[src/rtl/ps2_key_decoder_if.sv]
// ps2_key_decoder_if
//   Bundles the PS/2 pin pair and the decoded outputs of ps2_key_decoder.
//   master : board/testbench side. It drives the PS/2 pins and observes the decoded results.
//   slave  : decoder side. It samples the PS/2 pins and drives the decoded results.
//   Signals:
//     ps2_clk, ps2_data     raw PS/2 pins, asynchronous to the system clock
//     scan_code, prev_data  last two good bytes received
//     code_valid            one-cycle strobe when scan_code/prev_data update
//     click .. eight        one-cycle action pulses, one per physical key press
//     parity_error          one-cycle pulse when a frame is discarded for bad parity
//     frame_error           one-cycle pulse for a bad stop bit or a timeout abort
interface ps2_key_decoder_if;
  logic       ps2_clk;
  logic       ps2_data;
  logic [7:0] scan_code;
  logic [7:0] prev_data;
  logic       code_valid;
  logic       click;
  logic       buy;
  logic       upgrade_click;
  logic       one;
  logic       two;
  logic       three;
  logic       four;
  logic       five;
  logic       six;
  logic       seven;
  logic       eight;
  logic       parity_error;
  logic       frame_error;

  modport master (
    output ps2_clk, ps2_data,
    input  scan_code, prev_data, code_valid,
    input  click, buy, upgrade_click,
    input  one, two, three, four, five, six, seven, eight,
    input  parity_error, frame_error
  );

  modport slave (
    input  ps2_clk, ps2_data,
    output scan_code, prev_data, code_valid,
    output click, buy, upgrade_click,
    output one, two, three, four, five, six, seven, eight,
    output parity_error, frame_error
  );
endinterface

[src/rtl/ps2_key_decoder.sv]
// ps2_key_decoder
//   Turns the PS/2 keyboard serial stream into one clean action pulse per
//   physical key press. It also exports the last two good bytes, so break
//   sequences can be detected downstream.
//   Typematic repeats, break sequences and extended-key sequences do not
//   produce action pulses.
//   Ports:
//     clock  system clock
//     reset  synchronous, active-high
//     bus    ps2_key_decoder_if.slave (PS/2 pins in, decoded outputs out)
//
//   state     | meaning
//   ST_IDLE   | waiting for a start bit (data 0 on a filtered falling edge)
//   ST_DATA   | shifting in 8 data bits, LSB first
//   ST_PARITY | latching the parity bit
//   ST_STOP   | checking the stop bit, then evaluating the frame
module ps2_key_decoder #(
  parameter int FILTER_LEN     = 8,
  parameter int TIMEOUT_CYCLES = 50000
) (
  input logic              clock,
  input logic              reset,
  ps2_key_decoder_if.slave bus
);

  localparam int FW = $clog2(FILTER_LEN + 1);
  localparam int TW = $clog2(TIMEOUT_CYCLES + 1);
  localparam logic [FW-1:0] FILT_LAST = FW'(FILTER_LEN - 1);
  localparam logic [TW-1:0] TO_LAST   = TW'(TIMEOUT_CYCLES - 1);

  localparam logic [1:0] ST_IDLE   = 2'd0;
  localparam logic [1:0] ST_DATA   = 2'd1;
  localparam logic [1:0] ST_PARITY = 2'd2;
  localparam logic [1:0] ST_STOP   = 2'd3;

  logic          clk_meta, clk_sync, data_meta, data_sync;
  logic          clk_filt;
  logic [FW-1:0] filt_cnt;
  logic          fall;

  logic [1:0]    state;
  logic [2:0]    bit_cnt;
  logic [7:0]    shift;
  logic          parity_bit;
  logic [TW-1:0] to_cnt;

  logic          break_pending, ext_pending;
  logic [10:0]   key_down;
  logic [10:0]   key_onehot;
  logic          key_hit;

  logic [7:0]    scan_code, prev_data;
  logic          code_valid, parity_error, frame_error;
  logic [10:0]   action;

  // Two-flop synchronizers. They idle high to match the idle PS/2 bus.
  always_ff @(posedge clock) begin
    if (reset) begin
      clk_meta  <= 1'b1;
      clk_sync  <= 1'b1;
      data_meta <= 1'b1;
      data_sync <= 1'b1;
    end else begin
      clk_meta  <= bus.ps2_clk;
      clk_sync  <= clk_meta;
      data_meta <= bus.ps2_data;
      data_sync <= data_meta;
    end
  end

  // filt_cnt counts consecutive synchronized samples that disagree with the
  // filtered level. The level flips on the FILTER_LEN-th such sample.
  always_ff @(posedge clock) begin
    if (reset) begin
      clk_filt <= 1'b1;
      filt_cnt <= '0;
    end else if (clk_sync == clk_filt) begin
      filt_cnt <= '0;
    end else if (filt_cnt == FILT_LAST) begin
      clk_filt <= clk_sync;
      filt_cnt <= '0;
    end else begin
      filt_cnt <= filt_cnt + FW'(1);
    end
  end

  // The falling edge is flagged in the same cycle the filtered level commits to 0.
  assign fall = clk_filt & ~clk_sync & (filt_cnt == FILT_LAST);

  // Bit order: click, buy, upgrade_click, one .. eight.
  always_comb begin
    key_onehot = '0;
    case (shift)
      8'h29:   key_onehot[0]  = 1'b1;
      8'h32:   key_onehot[1]  = 1'b1;
      8'h3C:   key_onehot[2]  = 1'b1;
      8'h16:   key_onehot[3]  = 1'b1;
      8'h1E:   key_onehot[4]  = 1'b1;
      8'h26:   key_onehot[5]  = 1'b1;
      8'h25:   key_onehot[6]  = 1'b1;
      8'h2E:   key_onehot[7]  = 1'b1;
      8'h36:   key_onehot[8]  = 1'b1;
      8'h3D:   key_onehot[9]  = 1'b1;
      8'h3E:   key_onehot[10] = 1'b1;
      default: key_onehot     = '0;
    endcase
  end

  assign key_hit = |key_onehot;

  always_ff @(posedge clock) begin
    if (reset) begin
      state         <= ST_IDLE;
      bit_cnt       <= '0;
      shift         <= '0;
      parity_bit    <= 1'b0;
      to_cnt        <= '0;
      break_pending <= 1'b0;
      ext_pending   <= 1'b0;
      key_down      <= '0;
      scan_code     <= '0;
      prev_data     <= '0;
      code_valid    <= 1'b0;
      parity_error  <= 1'b0;
      frame_error   <= 1'b0;
      action        <= '0;
    end else begin
      code_valid   <= 1'b0;
      parity_error <= 1'b0;
      frame_error  <= 1'b0;
      action       <= '0;

      if (state != ST_IDLE && !fall) begin
        // The frame is stalled. Abort once a full timeout has passed with no edge.
        if (to_cnt == TO_LAST) begin
          state       <= ST_IDLE;
          frame_error <= 1'b1;
          to_cnt      <= '0;
        end else begin
          to_cnt <= to_cnt + TW'(1);
        end
      end else begin
        to_cnt <= '0;
        case (state)
          ST_IDLE: begin
            if (fall && !data_sync) begin
              state   <= ST_DATA;
              bit_cnt <= '0;
            end
          end
          ST_DATA: begin
            shift   <= {data_sync, shift[7:1]};
            bit_cnt <= bit_cnt + 3'd1;
            if (bit_cnt == 3'd7) state <= ST_PARITY;
          end
          ST_PARITY: begin
            parity_bit <= data_sync;
            state      <= ST_STOP;
          end
          ST_STOP: begin
            state <= ST_IDLE;
            if (!data_sync) begin
              frame_error <= 1'b1;
            end else if (~^{shift, parity_bit}) begin
              parity_error <= 1'b1;
            end else begin
              code_valid <= 1'b1;
              scan_code  <= shift;
              prev_data  <= scan_code;
              if (shift == 8'hF0) begin
                break_pending <= 1'b1;
              end else if (shift == 8'hE0) begin
                ext_pending <= 1'b1;
              end else begin
                break_pending <= 1'b0;
                ext_pending   <= 1'b0;
                // Extended sequences leave key_down untouched.
                if (!ext_pending && key_hit) begin
                  if (break_pending) begin
                    key_down <= key_down & ~key_onehot;
                  end else if ((key_down & key_onehot) == '0) begin
                    key_down <= key_down | key_onehot;
                    action   <= key_onehot;
                  end
                end
              end
            end
          end
          default: state <= ST_IDLE;
        endcase
      end
    end
  end

  assign bus.scan_code     = scan_code;
  assign bus.prev_data     = prev_data;
  assign bus.code_valid    = code_valid;
  assign bus.parity_error  = parity_error;
  assign bus.frame_error   = frame_error;
  assign bus.click         = action[0];
  assign bus.buy           = action[1];
  assign bus.upgrade_click = action[2];
  assign bus.one           = action[3];
  assign bus.two           = action[4];
  assign bus.three         = action[5];
  assign bus.four          = action[6];
  assign bus.five          = action[7];
  assign bus.six           = action[8];
  assign bus.seven         = action[9];
  assign bus.eight         = action[10];

endmodule

[src/flat_wrapper.sv]
// flat-port wrapper written by rule: the top's interface ports become plain ports
module ps2_key_decoder_flat 
#(
  parameter int FILTER_LEN     = 8,
  parameter int TIMEOUT_CYCLES = 50000
)
  (clock, reset, bus_ps2_clk, bus_ps2_data, bus_scan_code, bus_prev_data, bus_code_valid, bus_click, bus_buy, bus_upgrade_click, bus_one, bus_two, bus_three, bus_four, bus_five, bus_six, bus_seven, bus_eight, bus_parity_error, bus_frame_error);
  ps2_key_decoder_if bus_i ();
  input logic clock;
  input logic reset;
  input wire logic [$bits(bus_i.ps2_clk)-1:0] bus_ps2_clk;
  input wire logic [$bits(bus_i.ps2_data)-1:0] bus_ps2_data;
  output wire logic [$bits(bus_i.scan_code)-1:0] bus_scan_code;
  output wire logic [$bits(bus_i.prev_data)-1:0] bus_prev_data;
  output wire logic [$bits(bus_i.code_valid)-1:0] bus_code_valid;
  output wire logic [$bits(bus_i.click)-1:0] bus_click;
  output wire logic [$bits(bus_i.buy)-1:0] bus_buy;
  output wire logic [$bits(bus_i.upgrade_click)-1:0] bus_upgrade_click;
  output wire logic [$bits(bus_i.one)-1:0] bus_one;
  output wire logic [$bits(bus_i.two)-1:0] bus_two;
  output wire logic [$bits(bus_i.three)-1:0] bus_three;
  output wire logic [$bits(bus_i.four)-1:0] bus_four;
  output wire logic [$bits(bus_i.five)-1:0] bus_five;
  output wire logic [$bits(bus_i.six)-1:0] bus_six;
  output wire logic [$bits(bus_i.seven)-1:0] bus_seven;
  output wire logic [$bits(bus_i.eight)-1:0] bus_eight;
  output wire logic [$bits(bus_i.parity_error)-1:0] bus_parity_error;
  output wire logic [$bits(bus_i.frame_error)-1:0] bus_frame_error;
  assign bus_i.ps2_clk = bus_ps2_clk;
  assign bus_i.ps2_data = bus_ps2_data;
  assign bus_scan_code = bus_i.scan_code;
  assign bus_prev_data = bus_i.prev_data;
  assign bus_code_valid = bus_i.code_valid;
  assign bus_click = bus_i.click;
  assign bus_buy = bus_i.buy;
  assign bus_upgrade_click = bus_i.upgrade_click;
  assign bus_one = bus_i.one;
  assign bus_two = bus_i.two;
  assign bus_three = bus_i.three;
  assign bus_four = bus_i.four;
  assign bus_five = bus_i.five;
  assign bus_six = bus_i.six;
  assign bus_seven = bus_i.seven;
  assign bus_eight = bus_i.eight;
  assign bus_parity_error = bus_i.parity_error;
  assign bus_frame_error = bus_i.frame_error;
  ps2_key_decoder #(.FILTER_LEN(FILTER_LEN), .TIMEOUT_CYCLES(TIMEOUT_CYCLES)) u_core (.clock(clock), .reset(reset), .bus(bus_i));
endmodule
[config.mk]
export PLATFORM = sky130hd
export DESIGN_NAME = ps2_key_decoder_flat
export DESIGN_NICKNAME = d
export VERILOG_FILES = /design/src/rtl/ps2_key_decoder_if.sv /design/src/rtl/ps2_key_decoder.sv /design/src/flat_wrapper.sv
export SDC_FILE = /design/constraint.sdc
export NUM_CORES = 1
export LEC_CHECK = 0
export CAP_MARGIN = 20
export CELL_PAD_IN_SITES_DETAIL_PLACEMENT = 0
export CELL_PAD_IN_SITES_GLOBAL_PLACEMENT = 2
export CORE_MARGIN = 1.5
export CORE_UTILIZATION = 38
export DETAILED_ROUTE_END_ITERATION = 10
export HOLD_SLACK_MARGIN = 0.1
export PLACE_DENSITY_LB_ADDON = 0.12
export SETUP_SLACK_MARGIN = 0.3
export SYNTH_ARGS = -nofsm -noshare
export SYNTH_HDL_FRONTEND = slang
export SYNTH_SLANG_ARGS = --single-unit
[constraint.sdc]
create_clock -name clock -period 4.2 [get_ports clock]
set_input_delay 1.05 -clock clock [delete_from_list [all_inputs] [get_ports clock]]
set_output_delay 1.05 -clock clock [all_outputs]
set_load 0.03 [all_outputs]
Yosys cells after proc, flatten, opt, wreduce, memory -nomap -nowiden
Index checks and enable logic that the tools add are counted.

Bits in registers: 82. Word-level logic and storage cells: 119.

Reductions and logical operators: 26. Add/subtract/negate cells: 3. Equal/unequal tests: 25. Bitwise operators: 16. Multiplexer cells: 29.

Operators by type and width (number): equality test 8 x 6 -> 1 bit, second input constant (9); AND 11 bit (2); two-way mux 11 bit (2); two-way mux 1 bit (20); adder 16 x 1 -> 16 bit, second input constant (1); equality test 16 bit, second input constant (1); equality test 8 x 5 -> 1 bit, second input constant (2); equality test 8 bit, second input constant (2); logical NOT 11 bit (1); NOT 11 bit (1); bitwise OR 11 bit (1); OR reduction 11 bit (1); NOT 1 bit (10); AND reduction 5 bit (2); OR reduction 10 bit (1); XNOR reduction 9 bit (1); two-way mux 2 bit (4); case mux 2 bit (4 select lines) (1); AND reduction 8 bit (1); inequality test 3 x 1 -> 1 bit, second input constant (2); case mux 3 bit (2 select lines) (1); AND reduction 2 bit (3); AND reduction 3 bit (2); nonzero test 2 bit (3); 17 further kinds (25).

Longest topological paths before layout
Gate-level depths: netlist of run 1.

Depth in word-level cells: 7. Mapped depth: 9. Mapped depth without buffers: 7.

Worst setup path after synthesis of run 1
OpenSTA, ideal clock, no wires.

Path kind: register to register. From: register u_core.shift[2]. To: register (tool-made name). Data required time: 4.065 ns. Cell stages (with the launch flop): 9. Data arrival time: 1.919 ns. Slack: 2.146 ns. Path through: dfxtp_1 buf_4 xor2_1 xnor3_2 mux2i_1 buf_2 buf_6 o311ai_0 o41ai_1.

RTL lines: from (decl) (RTL line ps2_key_decoder.sv:43) `logic [7:0] shift;`; from (signal assigned) (RTL line ps2_key_decoder.sv:152) `shift <= {data_sync, shift[7:1]};`.

Worst setup path after layout of run 1
From: register u_core.shift[0]. To: register u_core.action[1].

Cells in the longest elaborated chain, start to end: 6. Elaborated cells between the ends (all ways): 32. Those cells by class: eq/ne: 13; mux: 11; bitwise: 3; reduce/logical: 5.

RTL lines: equality test 8 x 6 -> 1 bit / equality test 8 x 5 -> 1 bit (equally long branches) (RTL line ps2_key_decoder.sv:93) `case (shift)`; two-way mux 1 bit (RTL line ps2_key_decoder.sv:93); AND 11 bit / OR reduction 11 bit (equally long branches) (RTL line ps2_key_decoder.sv:181, ps2_key_decoder.sv:109); logical NOT 11 bit / logical AND 1 bit (equally long branches) (RTL line ps2_key_decoder.sv:181, ps2_key_decoder.sv:178); NOT 1 bit (no source line); OR reduction 10 bit (no source line); to (signal assigned) (RTL line ps2_key_decoder.sv:183) `action <= key_onehot;`; to (decl) (RTL line ps2_key_decoder.sv:54) `logic [10:0] action;`.

Several ways; a longest one is shown, not always the timed one. A chain may end at the register's enable or synchronous reset.

==> implementation parameters, run 1 <==
Parameter                              Value

GRT
  Vias in the first global route ... 2712
  Global-route wire length before repair ... 13700 um
  Pin count of the biggest net entering global routing ... 43
  Total grt overflow ... 0
  Total Routing Usage GR ... 0.169
  Initial antenna violation count ... 0

Timing
  Fmax ... 362 MHz
  Count of endpoints failing hold in the final timing report ... 0
  Final Max Slew Viols ... 0
  Tmin final ... 2.76 ns
  Part of the cycle the worst path needs ... 0.657
  Max-slew headroom ... 0.394
  RSZ-0062 raised after global routing ... false
  Hold_ws ... 0.417 ns
  Slew at the pin closest to its max-slew limit ... 0.897 ns
  Final setup viols ... 0
  Largest clock skew in the final design ... 0.0116 ns
  Setup TNS ... 0 ns

Logic synthesis
  Post-synthesis cell type with the largest combined area ... sky130_fd_sc_hd__dfxtp_1
  Cells after synthesis ... 402
  Avg Cell Area, Syn ... 9.16 um2
  Count of synthesis-stage warnings from yosys ... 0
  Distinct cells, synth ... 56
  Prevailing post-synth register cell ... sky130_fd_sc_hd__dfxtp_1
  Number of register bits inferred by synthesis ... 82
  Share of flip-flops with an asynchronous set or reset after synthesis ... 0
  Post-synth net total ... 416
  Cell area after technology mapping ... 3680 um2
  Post-synth top area share ... 0.446
  Part of the Yosys area used for sequential elements ... 0.446
  Count of flip-flops with a built-in enable after synthesis ... 0
  Largest cells by area after synthesis ... sky130_fd_sc_hd__dfxtp_1, sky130_fd_sc_hd__nand2_1, sky130_fd_sc_hd__nor2_1

Clock tree
  Post-CTS Setup Repair Bufs ... 0
  Clock input transition at the sequential cells of the worst setup and hold paths ... 0.08 ns
  Gates resized, CTS repair ... 0
  Buffer levels on the longest clock path ... 2
  Cts bufs inserted ... 9
  # H-tree levels ... 3
  CTS tree ... yes
  Clock tree sinks ... 82
  Root buf cell ... sky130_fd_sc_hd__clkbuf_8
  Worst-skew pair later-pin latency ... 0.36 ns
  Hold bufs inserted after CTS ... 0

Place
  Half-perimeter wire length of the detailed placement result ... 5260 um
  Buffers on Ports ... 33
  Last weighted congestion value of the routability-driven placer ... 0.814

Setup path
  Startpoint Class ... flip-flop
  Crit path largest cell delay ... 0.64 ns
  Crit path kind ... reg -> reg
  Buffering stage count on the worst path with inverters included ... 0
  Slowest cell on the critical path ... sky130_fd_sc_hd__dfxtp_1
  Maximum fanout along the worst path ... 20
  Levels on crit path ... 5
  Critical path data required time ... 4.46 ns
  CP Data Arrival Time ... 3.02 ns
  Worst Reg2Reg Path Length in Cells ... 5
  Ordered cell list for the critical path ... xor3_1 -> a211oi_1 -> mux2_4 -> nand4_1 -> nor3_1
  Cell type group with the largest total delay on the critical path ... simple AND/OR/NAND/NOR gates
  Worst setup EP type ... flip-flop

Floorplanning
  Die footprint ... 10300 um2
  Starting density of the core ... 0.395
  Core Rows ... 35
  Die Span Y ... 101 um
  Width of the die ... 101 um
  Core area ... 9330 um2
  Ports placed on the boundary ... 34

Drt
  DR WL/cell ... 14.4 um
  Final WL ... 8000 um
  Vias/cell ... 5.13
  Number of DRC violations after detailed-routing iteration 0 ... 154
  Routed via count ... 2845
  First-pass iteration count of the detailed router ... 4
  Drc violations ... 0
  Detail Route Antenna Nets ... 0

Power
  Maximum resistive drop on vdd ... 0.000242 V
  Leakage power of the design ... 1.46 nW
  Power Density ... 355 nW/um2

Cells and area
  Commonest non-fill, non-tap cells in the layout ... sky130_fd_sc_hd__dfxtp_1, sky130_fd_sc_hd__nand2_1, sky130_fd_sc_hd__nor2_1
  Synthesis-to-finish area growth ... 15.9%
  Most common library cell in the layout ignoring fill and taps ... sky130_fd_sc_hd__dfxtp_1
  Number of fill cells ... 928
  Number of diodes ... 0
  Final nets ... 435
  Layout cells sized above 1 ... 0.0704

Flow run
  Max-cap check violation count ... 0

Status
  Status ... completed

Worst hold path
  Type of the worst min-delay path ... reg -> reg
  Worst Hold Depth ... 1
[worst reg2reg max path, stage by stage, from the launching register on]
cell and delay (ns):
sky130_fd_sc_hd__dfxtp_1 0.64, sky130_fd_sc_hd__xor3_1 0.47, sky130_fd_sc_hd__a211oi_1 0.42, sky130_fd_sc_hd__mux2_4 0.41, sky130_fd_sc_hd__nand4_1 0.40, sky130_fd_sc_hd__nor3_1 0.33
[path summary, 6_finish.rpt]
| check | start | endpoint | slack, ns |
|---|---|---|---|
| worst max-delay path | u_core.shift[0]$_SDFFE_PP0P_ | u_core.action[1]$_SDFF_PP0_ | 1.44 |
| worst min-delay path | u_core.data_meta$_SDFF_PP1_ | u_core.data_sync$_SDFF_PP1_ | 0.42 |
| worst max register to register | u_core.shift[0]$_SDFFE_PP0P_ | u_core.action[1]$_SDFF_PP0_ | 1.44 |
| worst min register to register | u_core.data_meta$_SDFF_PP1_ | u_core.data_sync$_SDFF_PP1_ | 0.42 |
[synthesized netlist by cell type, types with 2 or more instances]
master	n
sky130_fd_sc_hd__nand2b_1	3
sky130_fd_sc_hd__inv_1	10
sky130_fd_sc_hd__nand3b_1	5
sky130_fd_sc_hd__and3_1	6
sky130_fd_sc_hd__or4_1	2
sky130_fd_sc_hd__a31oi_1	2
sky130_fd_sc_hd__ha_1	10
sky130_fd_sc_hd__o41ai_1	10
sky130_fd_sc_hd__o311ai_0	10
sky130_fd_sc_hd__nor4b_1	3
sky130_fd_sc_hd__a211oi_1	3
sky130_fd_sc_hd__or3_1	4
sky130_fd_sc_hd__and3b_1	2
sky130_fd_sc_hd__clkbuf_1	15
sky130_fd_sc_hd__nor2_1	36
sky130_fd_sc_hd__or2_2	6
sky130_fd_sc_hd__o21ai_0	8
sky130_fd_sc_hd__nand4b_1	6
sky130_fd_sc_hd__buf_6	3
sky130_fd_sc_hd__nor3_1	17
sky130_fd_sc_hd__nor2b_1	2
sky130_fd_sc_hd__a21oi_1	25
sky130_fd_sc_hd__xor2_1	10
sky130_fd_sc_hd__nor4_1	2
sky130_fd_sc_hd__nand2_1	47
sky130_fd_sc_hd__mux2i_1	12
sky130_fd_sc_hd__dfxtp_1	82
sky130_fd_sc_hd__xnor2_1	10
sky130_fd_sc_hd__o2111a_1	2
sky130_fd_sc_hd__buf_2	7
sky130_fd_sc_hd__nand3_1	12
sky130_fd_sc_hd__and4b_1	2
sky130_fd_sc_hd__nand4_1	5
[metal layers]
metal / share of wire / track usage / wire length, um
met4: 0.017 / 0.0598 / 135
met5: 0 / 0 / 0
met3: 0.049 / 0.0469 / 395
met2: 0.42 / 0.248 / 3360
met1: 0.51 / 0.237 / 4110
[where the power goes]
| part | internal [mW] | total (mW) | switching [mW] | leakage [nW] |
|---|---|---|---|---|
| registers | 0.788 | 0.802 | 0.0139 | 0.661 |
| clock network | 0.289 | 0.573 | 0.284 | 0.103 |
| logic | 0.0536 | 0.137 | 0.0832 | 0.694 |
| total | 1.13 | 1.51 | 0.381 | 1.46 |
[logic make-up (layout without fill, tap and decap cells)]
family,Yosys count,after routing,share of synthesized area
simple gates,170,170,0.248
flops,82,82,0.446
compound gates,67,67,0.124
buf+inv,37,61,0.0476
xor+xnor,22,22,0.0605
mux,14,14,0.0398
fa+ha+maj,10,10,0.0340
[final cells by class]
| type | instances | area (um2) | share of cell area |
|---|---|---|---|
| Clock buffer | 11 | 141 | 0.0331 |
| Clock inverter | 5 | 53.8 | 0.0126 |
| Inverter | 10 | 37.5 | 0.00880 |
| Multi-Input combinational cell | 283 | 1880 | 0.440 |
| Sequential cell | 82 | 1640 | 0.385 |
| Tap cell | 129 | 161 | 0.0378 |
| Timing Repair Buffer | 35 | 353 | 0.0827 |
[metrics by stage]
step / cells / worst slack (ns) / total power, mW / util / cell area (um2)
2_1_floorplan: 402 / 2.15 / 0.922 / - / 3680
4_1_cts: 554 / 1.33 / 1.54 / 0.456 / 4250
3_3_place_gp: 538 / 1.50 / 0.957 / 0.435 / 4060
3_5_place_dp: 538 / 1.37 / 0.957 / 0.435 / 4060
6_report: 555 / 1.44 / 1.51 / 0.457 / 4270
5_1_grt: 555 / 1.20 / 1.58 / 0.457 / 4270
(Power assumes the default switching activity.)
==> inputs of run 2 (changes only) <==
--- a/config.mk
+++ b/config.mk
@@ -9,7 +9,7 @@
 export CELL_PAD_IN_SITES_DETAIL_PLACEMENT = 0
 export CELL_PAD_IN_SITES_GLOBAL_PLACEMENT = 2
 export CORE_MARGIN = 1.5
-export CORE_UTILIZATION = 38
+export CORE_UTILIZATION = 32
 export DETAILED_ROUTE_END_ITERATION = 10
 export HOLD_SLACK_MARGIN = 0.1
 export PLACE_DENSITY_LB_ADDON = 0.12
==> constraint.sdc (replaced) <==
create_clock -name clock -period 2.31 [get_ports clock]
set_input_delay 0.5775 -clock clock [delete_from_list [all_inputs] [get_ports clock]]
set_output_delay 0.5775 -clock clock [all_outputs]
set_load 0.03 [all_outputs]
==> run 2 against run 1 <==
First-iteration DRC count down 18%. Final cell count up 9.9%. Routed wire length up 18%. Sequential share of layout area down 6.0 points. Sequential power up 82%. Maximum frequency up 35%. Design area up 20%. Die area up 18%. Core utilization up 0.49 points. Highest routed layer unchanged.
==> implementation parameters, run 2 (synthesized netlist as in run 1, its figures left out) <==
Parameter                              Value

Power
  Fraction of power consumed by sequential logic ... 0.423 (-0.107)
  Leakage power of the design ... 1.93 nW (+32%)
  Switching component of the power ... 0.792 mW (+110%)
  Share of total power in combinational logic ... 0.101 (+0.011)
  Relative contribution of the clock network to total power ... 0.476 (+0.097)
  Switching Fraction ... 0.230 (-0.0224)
  Power Density ... 676 nW/um2 (+91%)
  Maximum resistive drop on vdd ... 0.000562 V (+130%)
  Internal power component ... 2.65 mW (+130%)

Floorplanning
  Starting density of the core ... 0.334 (-0.0609)
  Die footprint ... 12200 um2 (+18%)
  Core Rows ... 38 (+8.6%)
  Die Span Y ... 110 um (+8.7%)
  Width of the die ... 110 um (+8.7%)
  Core area ... 11000 um2 (+18%)
  Ports placed on the boundary ... 34 (unchanged)

Place
  Cells after DPL ... 574 (+6.7%)
  Buffers on Ports ... 33 (unchanged)
  Last weighted congestion value of the routability-driven placer ... 0.809 (-0.52%)
  Half-perimeter wire length of the detailed placement result ... 6060 um (+15%)

Clock tree
  Buffer levels on the longest clock path ... 2 (unchanged)
  Clock tree sinks ... 82 (unchanged)
  Cts bufs inserted ... 9 (unchanged)
  CTS tree ... yes
  # H-tree levels ... 3 (unchanged)
  Clock input transition at the sequential cells of the worst setup and hold paths ... 0.06 ns (-0.02 ns)
  Worst-skew pair later-pin latency ... 0.35 ns (about the same)
  Root buf cell ... sky130_fd_sc_hd__clkbuf_16

GRT
  Total Routing Usage GR ... 0.168 (-0.00107)
  Pin count of the biggest net entering global routing ... 30 (-30%)
  Vias in the first global route ... 3049 (+12%)
  Met1 track utilization from global routing ... 0.214 (-0.0240)
  Met2 layer usage reported by global route ... 0.258 (+0.0101)
  Total grt overflow ... 0 (unchanged)
  Global-route wire length before repair ... 15400 um (+13%)
  Initial antenna violation count ... 0 (unchanged)
  Met3 Resource Use GR ... 0.0600 (+0.0130)
  Most Used Layer, Global Route ... met2

Cells and area
  Filler-free cell count of the finished design ... 610 (+9.9%)
  Synthesis-to-finish area growth ... 38.5%
  Most common library cell in the layout ignoring fill and taps ... sky130_fd_sc_hd__dfxtp_1
  Layout cells sized above 1 ... 0.249 (+0.179)
  Number of diodes ... 0 (unchanged)
  Number of fill cells ... 1111 (+20%)
  Final nets ... 479 (+10%)
  Post-layout utilization of the core ... 0.462 (+0.00493)
  Commonest non-fill, non-tap cells in the layout ... sky130_fd_sc_hd__dfxtp_1, sky130_fd_sc_hd__nand2_1, sky130_fd_sc_hd__nor2_1

Worst hold path
  Type of the worst min-delay path ... reg -> reg

Timing
  Fmax ... 489 MHz (+35%)
  Slew at the pin closest to its max-slew limit ... 0.554 ns (-0.343 ns)
  RSZ-0062 raised after global routing ... true
  Max-slew headroom ... 0.625 (+0.232)
  Largest clock skew in the final design ... 0.00538 ns (-0.00624 ns)
  Final setup viols ... 0 (unchanged)
  Setup TNS ... 0 ns (unchanged)
  Final Max Slew Viols ... 0 (unchanged)
  Tmin final ... 2.04 ns (-0.717 ns)
  Part of the cycle the worst path needs ... 0.885 (+0.227)
  Count of endpoints failing hold in the final timing report ... 0 (unchanged)

Setup path
  Crit path kind ... reg -> reg
  Worst setup EP type ... flip-flop
  Ordered cell list for the critical path ... buf_6 -> or3_4 -> a211o_1 -> and3_4 -> or4_4 -> a21oi_2
  Startpoint Class ... flip-flop
  Slowest cell on the critical path ... sky130_fd_sc_hd__or4_4
  Critical path data required time ... 2.60 ns (-1.86 ns)
  Crit path largest cell delay ... 0.48 ns (-0.16 ns)
  CP Data Arrival Time ... 2.33 ns (-0.69 ns)
  Maximum fanout along the worst path ... 6 (-70%)

Drt
  Vias/cell ... 5.15 (+0.48%)
  Final WL ... 9450 um (+18%)
  Number of DRC violations after detailed-routing iteration 0 ... 126 (-18%)
  Routed via count ... 3142 (+10%)
  First-pass iteration count of the detailed router ... 5 (+1)
  Drc violations ... 0 (unchanged)
  Detail Route Antenna Nets ... 0 (unchanged)
  DR WL/cell ... 15.5 um (+7.4%)

Flow run
  Max-cap check violation count ... 0 (unchanged)

Status
  Status ... completed
run 2: cell count changes in the layout (fill, tap and decap cells not counted), sizes merged, moves of 2 or more:
| cell | before | now |
|---|---|---|
| and3 | 7 | 9 |
| clkdlybuf4s50 | 33 | 26 |
| buf | 2 | 43 |
| clkinv | 4 | 1 |
| bufinv | 1 | 3 |
| dlymetal6s2s | 0 | 6 |
run 2: power groups by stage:
stage	combinational [mW]	clock, mW	sequential [mW]
2_1_floorplan	0.202	0	1.48
3_3_place_gp	0.303	0	1.49
3_5_place_dp	0.304	0	1.49
4_1_cts	0.328	1.69	1.46
5_1_grt	0.377	1.74	1.46
6_report	0.348	1.64	1.46
run 2: area by class of cell:
type | instances | area (um2) | share of cell area
multi-input combinational | 286 | 2170 | 0.425
clock buffer | 11 | 233 | 0.0456
timing repair buffer | 76 | 726 | 0.142
tap | 140 | 175 | 0.0343
sequential | 82 | 1660 | 0.325
inverter | 10 | 37.5 | 0.00736
clock inverter | 5 | 103 | 0.0201
run 2: final timing paths:
path | startpoint | to | slack [ns] | cells after the start
max | u_core.shift[6]$_SDFFE_PP0P_ | flip-flop | 0.27 | 6
min | u_core.clk_meta$_SDFF_PP1_ | u_core.clk_sync$_SDFF_PP1_ | 0.41 | 1
max reg2reg | u_core.shift[6]$_SDFFE_PP0P_ | flip-flop | 0.27 | 6
min reg2reg | u_core.clk_meta$_SDFF_PP1_ | u_core.clk_sync$_SDFF_PP1_ | 0.41 | 1
run 2: repair_timing:
item	CTS	global route
setup buffers	12	5
hold buffers	0	0
cloned	3	0
resized for setup	30	53
endpoints found under the setup margin	27	73
pin swaps	4	21
hold endpoints to repair	0	0
run 2: critical path, delay by kind of cell (launching register included):
kind | cells | cell delay [ns]
AND/OR/NAND/NOR | 3 | 1.03
flip-flops | 1 | 0.37
AO/OA/AOI/OAI | 2 | 0.46
buffers and inverters | 1 | 0.12
run 2: metal layers:
metal	vias up	wire length [um]
met5	-	0
met4	0	180
met3	15	427
met2	54	4290
met1	1502	4550
li1	1571	-
run 2: metrics by stage:
step                      area, um2  setup slack [ns]  power [mW]  hold slack (ns)
after detailed placement       4280            0.0991        1.79            0.399
after floorplan                3690             0.293        1.68            0.389
after global placement         4280             0.156        1.79            0.396
after global routing           5100             0.207        3.58            0.436
after CTS                      4810             0.257        3.48            0.413
final                          5100             0.267        3.45            0.409
==> inputs of run 3 (changes only) <==
--- a/config.mk
+++ b/config.mk
@@ -8,8 +8,7 @@
 export CAP_MARGIN = 20
 export CELL_PAD_IN_SITES_DETAIL_PLACEMENT = 0
 export CELL_PAD_IN_SITES_GLOBAL_PLACEMENT = 2
-export CORE_MARGIN = 1.5
-export CORE_UTILIZATION = 32
+export CORE_UTILIZATION = 36
 export DETAILED_ROUTE_END_ITERATION = 10
 export HOLD_SLACK_MARGIN = 0.1
 export PLACE_DENSITY_LB_ADDON = 0.12
==> constraint.sdc (replaced) <==
create_clock -name clock -period 1.9 [get_ports clock]
set_input_delay 0.475 -clock clock [delete_from_list [all_inputs] [get_ports clock]]
set_output_delay 0.475 -clock clock [all_outputs]
set_load 0.03 [all_outputs]
==> run 3 against run 2 <==
The run now ends with negative setup slack left. Die area is 13% lower. Core utilization is 10 points higher. Count of clock-buffer cells in the layout is 1 higher. Sequential share of layout area is 2.4 points lower. Clock skew is 0.0044 ns higher. Global-route usage is 1.9 points higher. First-iteration DRC count is 36% lower. Largest cell class unchanged.
==> implementation parameters, run 3 (synthesized netlist as in run 1, its figures left out) <==
Parameter                              Value

Setup path
  Worst Reg2Reg Path Length in Cells ... 6 (unchanged)
  Maximum fanout along the worst path ... 21 (+15)
  Startpoint Class ... flip-flop
  Worst reg2reg startpoint ... u_core.shift[3]$_SDFFE_PP0P_
  Crit path kind ... reg -> reg
  Critical path data required time ... 2.12 ns (-0.48 ns)
  CP Data Arrival Time ... 2.22 ns (-0.11 ns)
  Worst setup EP type ... flip-flop
  Beginning of the critical path ... u_core.shift[3]$_SDFFE_PP0P_

Status
  Status ... complete, but fails checks
  Failing checks ... negative setup slack

Clock tree
  CTS tree ... yes
  Clock input transition at the sequential cells of the worst setup and hold paths ... 0.08 ns (+0.02 ns)
  Worst-skew pair later-pin latency ... 0.35 ns (about the same)
  Cts bufs inserted ... 9 (unchanged)
  Root buf cell ... sky130_fd_sc_hd__clkbuf_8
  Clock tree sinks ... 82 (unchanged)
  Hold bufs inserted after CTS ... 0 (unchanged)
  # H-tree levels ... 3 (unchanged)
  Buffer levels on the longest clock path ... 2 (unchanged)

Timing
  Largest clock skew in the final design ... 0.00980 ns (+0.00441 ns)
  Slew at the pin closest to its max-slew limit ... 0.639 ns (+0.0848 ns)
  Setup WS post-layout ... -0.0925 ns (-0.359 ns)
  Max-slew headroom ... 0.568 (-0.0573)
  Final Max Slew Viols ... 0 (unchanged)
  Count of endpoints failing hold in the final timing report ... 0 (unchanged)
  Final setup viols ... 28 (+28)
  Part of the cycle the worst path needs ... 1.05 (+0.164)
  Fmax ... 502 MHz (+2.6%)
  Tmin final ... 1.99 ns (-0.0510 ns)
  RSZ-0062 raised after global routing ... true

Floorplanning
  Ports placed on the boundary ... 34 (unchanged)
  Die Span Y ... 103 um (-6.5%)
  Width of the die ... 103 um (-6.5%)
  Die footprint ... 10600 um2 (-13%)
  Core area ... 9860 um2 (-11%)
  Starting density of the core ... 0.373 (+0.0395)
  Core Rows ... 36 (-5.3%)

Place
  Half-perimeter wire length of the detailed placement result ... 6500 um (+7.2%)
  Post-Place Cell Area ... 4620 um2 (+8.1%)
  Last weighted congestion value of the routability-driven placer ... 0.819 (+1.2%)
  Worst setup timing slack at the placement stage ... -0.0988 ns (-0.198 ns)
  Buffers on Ports ... 33 (unchanged)

Cells and area
  Post-Layout Inst Area ... 5560 um2 (+9.0%)
  Commonest non-fill, non-tap cells in the layout ... sky130_fd_sc_hd__dfxtp_1, sky130_fd_sc_hd__buf_4, sky130_fd_sc_hd__nand2_1
  Layout cells sized above 1 ... 0.414 (+0.165)
  Synthesis-to-finish area growth ... 50.9%
  Post-layout utilization of the core ... 0.563 (+0.101)
  Number of diodes ... 0 (unchanged)
  Most common library cell in the layout ignoring fill and taps ... sky130_fd_sc_hd__dfxtp_1
  Final nets ... 509 (+6.3%)

Power
  Power Density ... 679 nW/um2 (+0.52%)
  Internal power component ... 2.79 mW (+5.0%)
  Share of total power in combinational logic ... 0.165 (+0.064)
  Leakage power of the design ... 2.12 nW (+9.8%)
  Maximum resistive drop on vdd ... 0.000491 V (-13%)
  Fraction of power consumed by sequential logic ... 0.469 (+0.046)
  Switching Fraction ... 0.261 (+0.0316)
  Relative contribution of the clock network to total power ... 0.366 (-0.110)
  Switching component of the power ... 0.986 mW (+25%)

Drt
  Vias/cell ... 5.15 (-0.11%)
  Final WL ... 9700 um (+2.7%)
  Number of DRC violations after detailed-routing iteration 0 ... 81 (-36%)
  First-pass iteration count of the detailed router ... 4 (-1)
  Drc violations ... 0 (unchanged)
  Detail Route Antenna Nets ... 0 (unchanged)
  DR WL/cell ... 15.3 um (-1.0%)
  Routed via count ... 3257 (+3.7%)

GRT
  Vias in the first global route ... 3145 (+3.1%)
  Total Routing Usage GR ... 0.187 (+0.0190)
  Pin count of the biggest net entering global routing ... 43 (+43%)
  Total grt overflow ... 0 (unchanged)
  Initial antenna violation count ... 0 (unchanged)
  Global-route wire length before repair ... 15200 um (-1.3%)

Worst hold path
  Startpoint of the lowest-slack hold path ... u_core.data_meta$_SDFF_PP1_
  Worst Hold Depth ... 1 (unchanged)
  Type of the worst min-delay path ... reg -> reg

Flow run
  Max-cap check violation count ... 0 (unchanged)
==> run 3: area by class of cell <==
class,instances,area (um2)
fillers,891,4310
multi-input cells,283,2440
flip-flops and latches,82,1670
repair buffers,109,1030
well taps,133,166
clock buffers,12,135
clock inverters,4,76.3
inverters,10,37.5
==> run 3: metal layers <==
layer | share of wire | routed length, um | global-route usage | up-vias
li1 | - | - | - | 1623
met1 | 0.44 | 4270 | 0.227 | 1579
met2 | 0.52 | 5000 | 0.324 | 41
met3 | 0.028 | 272 | 0.0400 | 14
met4 | 0.016 | 156 | 0.0693 | 0
met5 | 0 | 0 | 0 | -
==> run 3: metrics by stage <==
stage / cells / setup TNS [ns] / power (mW) / hold WS, ns
floorplan: 402 / 0 / 2.07 / 0.389
global placement: 601 / -0.227 / 2.22 / 0.397
detailed placement: 601 / -1.07 / 2.23 / 0.398
CTS: 624 / -0.525 / 3.66 / 0.419
global route: 633 / -3.46 / 3.95 / 0.426
finish: 633 / -1.15 / 3.77 / 0.414
==> run 3: path summary, 6_finish.rpt <==
path	endpoint	slack [ns]
setup reg to reg	flip-flop	-0.09
hold reg to reg	u_core.data_sync$_SDFF_PP1_	0.41
setup / recovery	flip-flop	-0.09
hold / removal	u_core.data_sync$_SDFF_PP1_	0.41
==> run 3: power by group through the flow <==
| stage | combinational, mW | sequential (mW) | clock (mW) |
|---|---|---|---|
| 2_1_floorplan | 0.266 | 1.80 | 0 |
| 3_3_place_gp | 0.413 | 1.81 | 0 |
| 3_5_place_dp | 0.416 | 1.81 | 0 |
| 4_1_cts | 0.458 | 1.77 | 1.43 |
| 5_1_grt | 0.665 | 1.78 | 1.51 |
| 6_report | 0.623 | 1.77 | 1.38 |
==> run 3: critical path, cell delays in order, from the launching register on <==
cell and delay [ns]:
sky130_fd_sc_hd__dfxtp_4 0.37, sky130_fd_sc_hd__xor2_2 0.18, sky130_fd_sc_hd__xnor3_2 0.50, sky130_fd_sc_hd__mux2i_4 0.23, sky130_fd_sc_hd__buf_12 0.18, sky130_fd_sc_hd__o311ai_2 0.29
sky130_fd_sc_hd__o41ai_1 0.11
==> run 3: timing repair <==
action / CTS / global route
setup endpoints to repair: 101 / 89
resized for setup: 91 / 124
pin swaps: 16 / 37
setup buffers: 7 / 6
gates cloned: 0 / 3
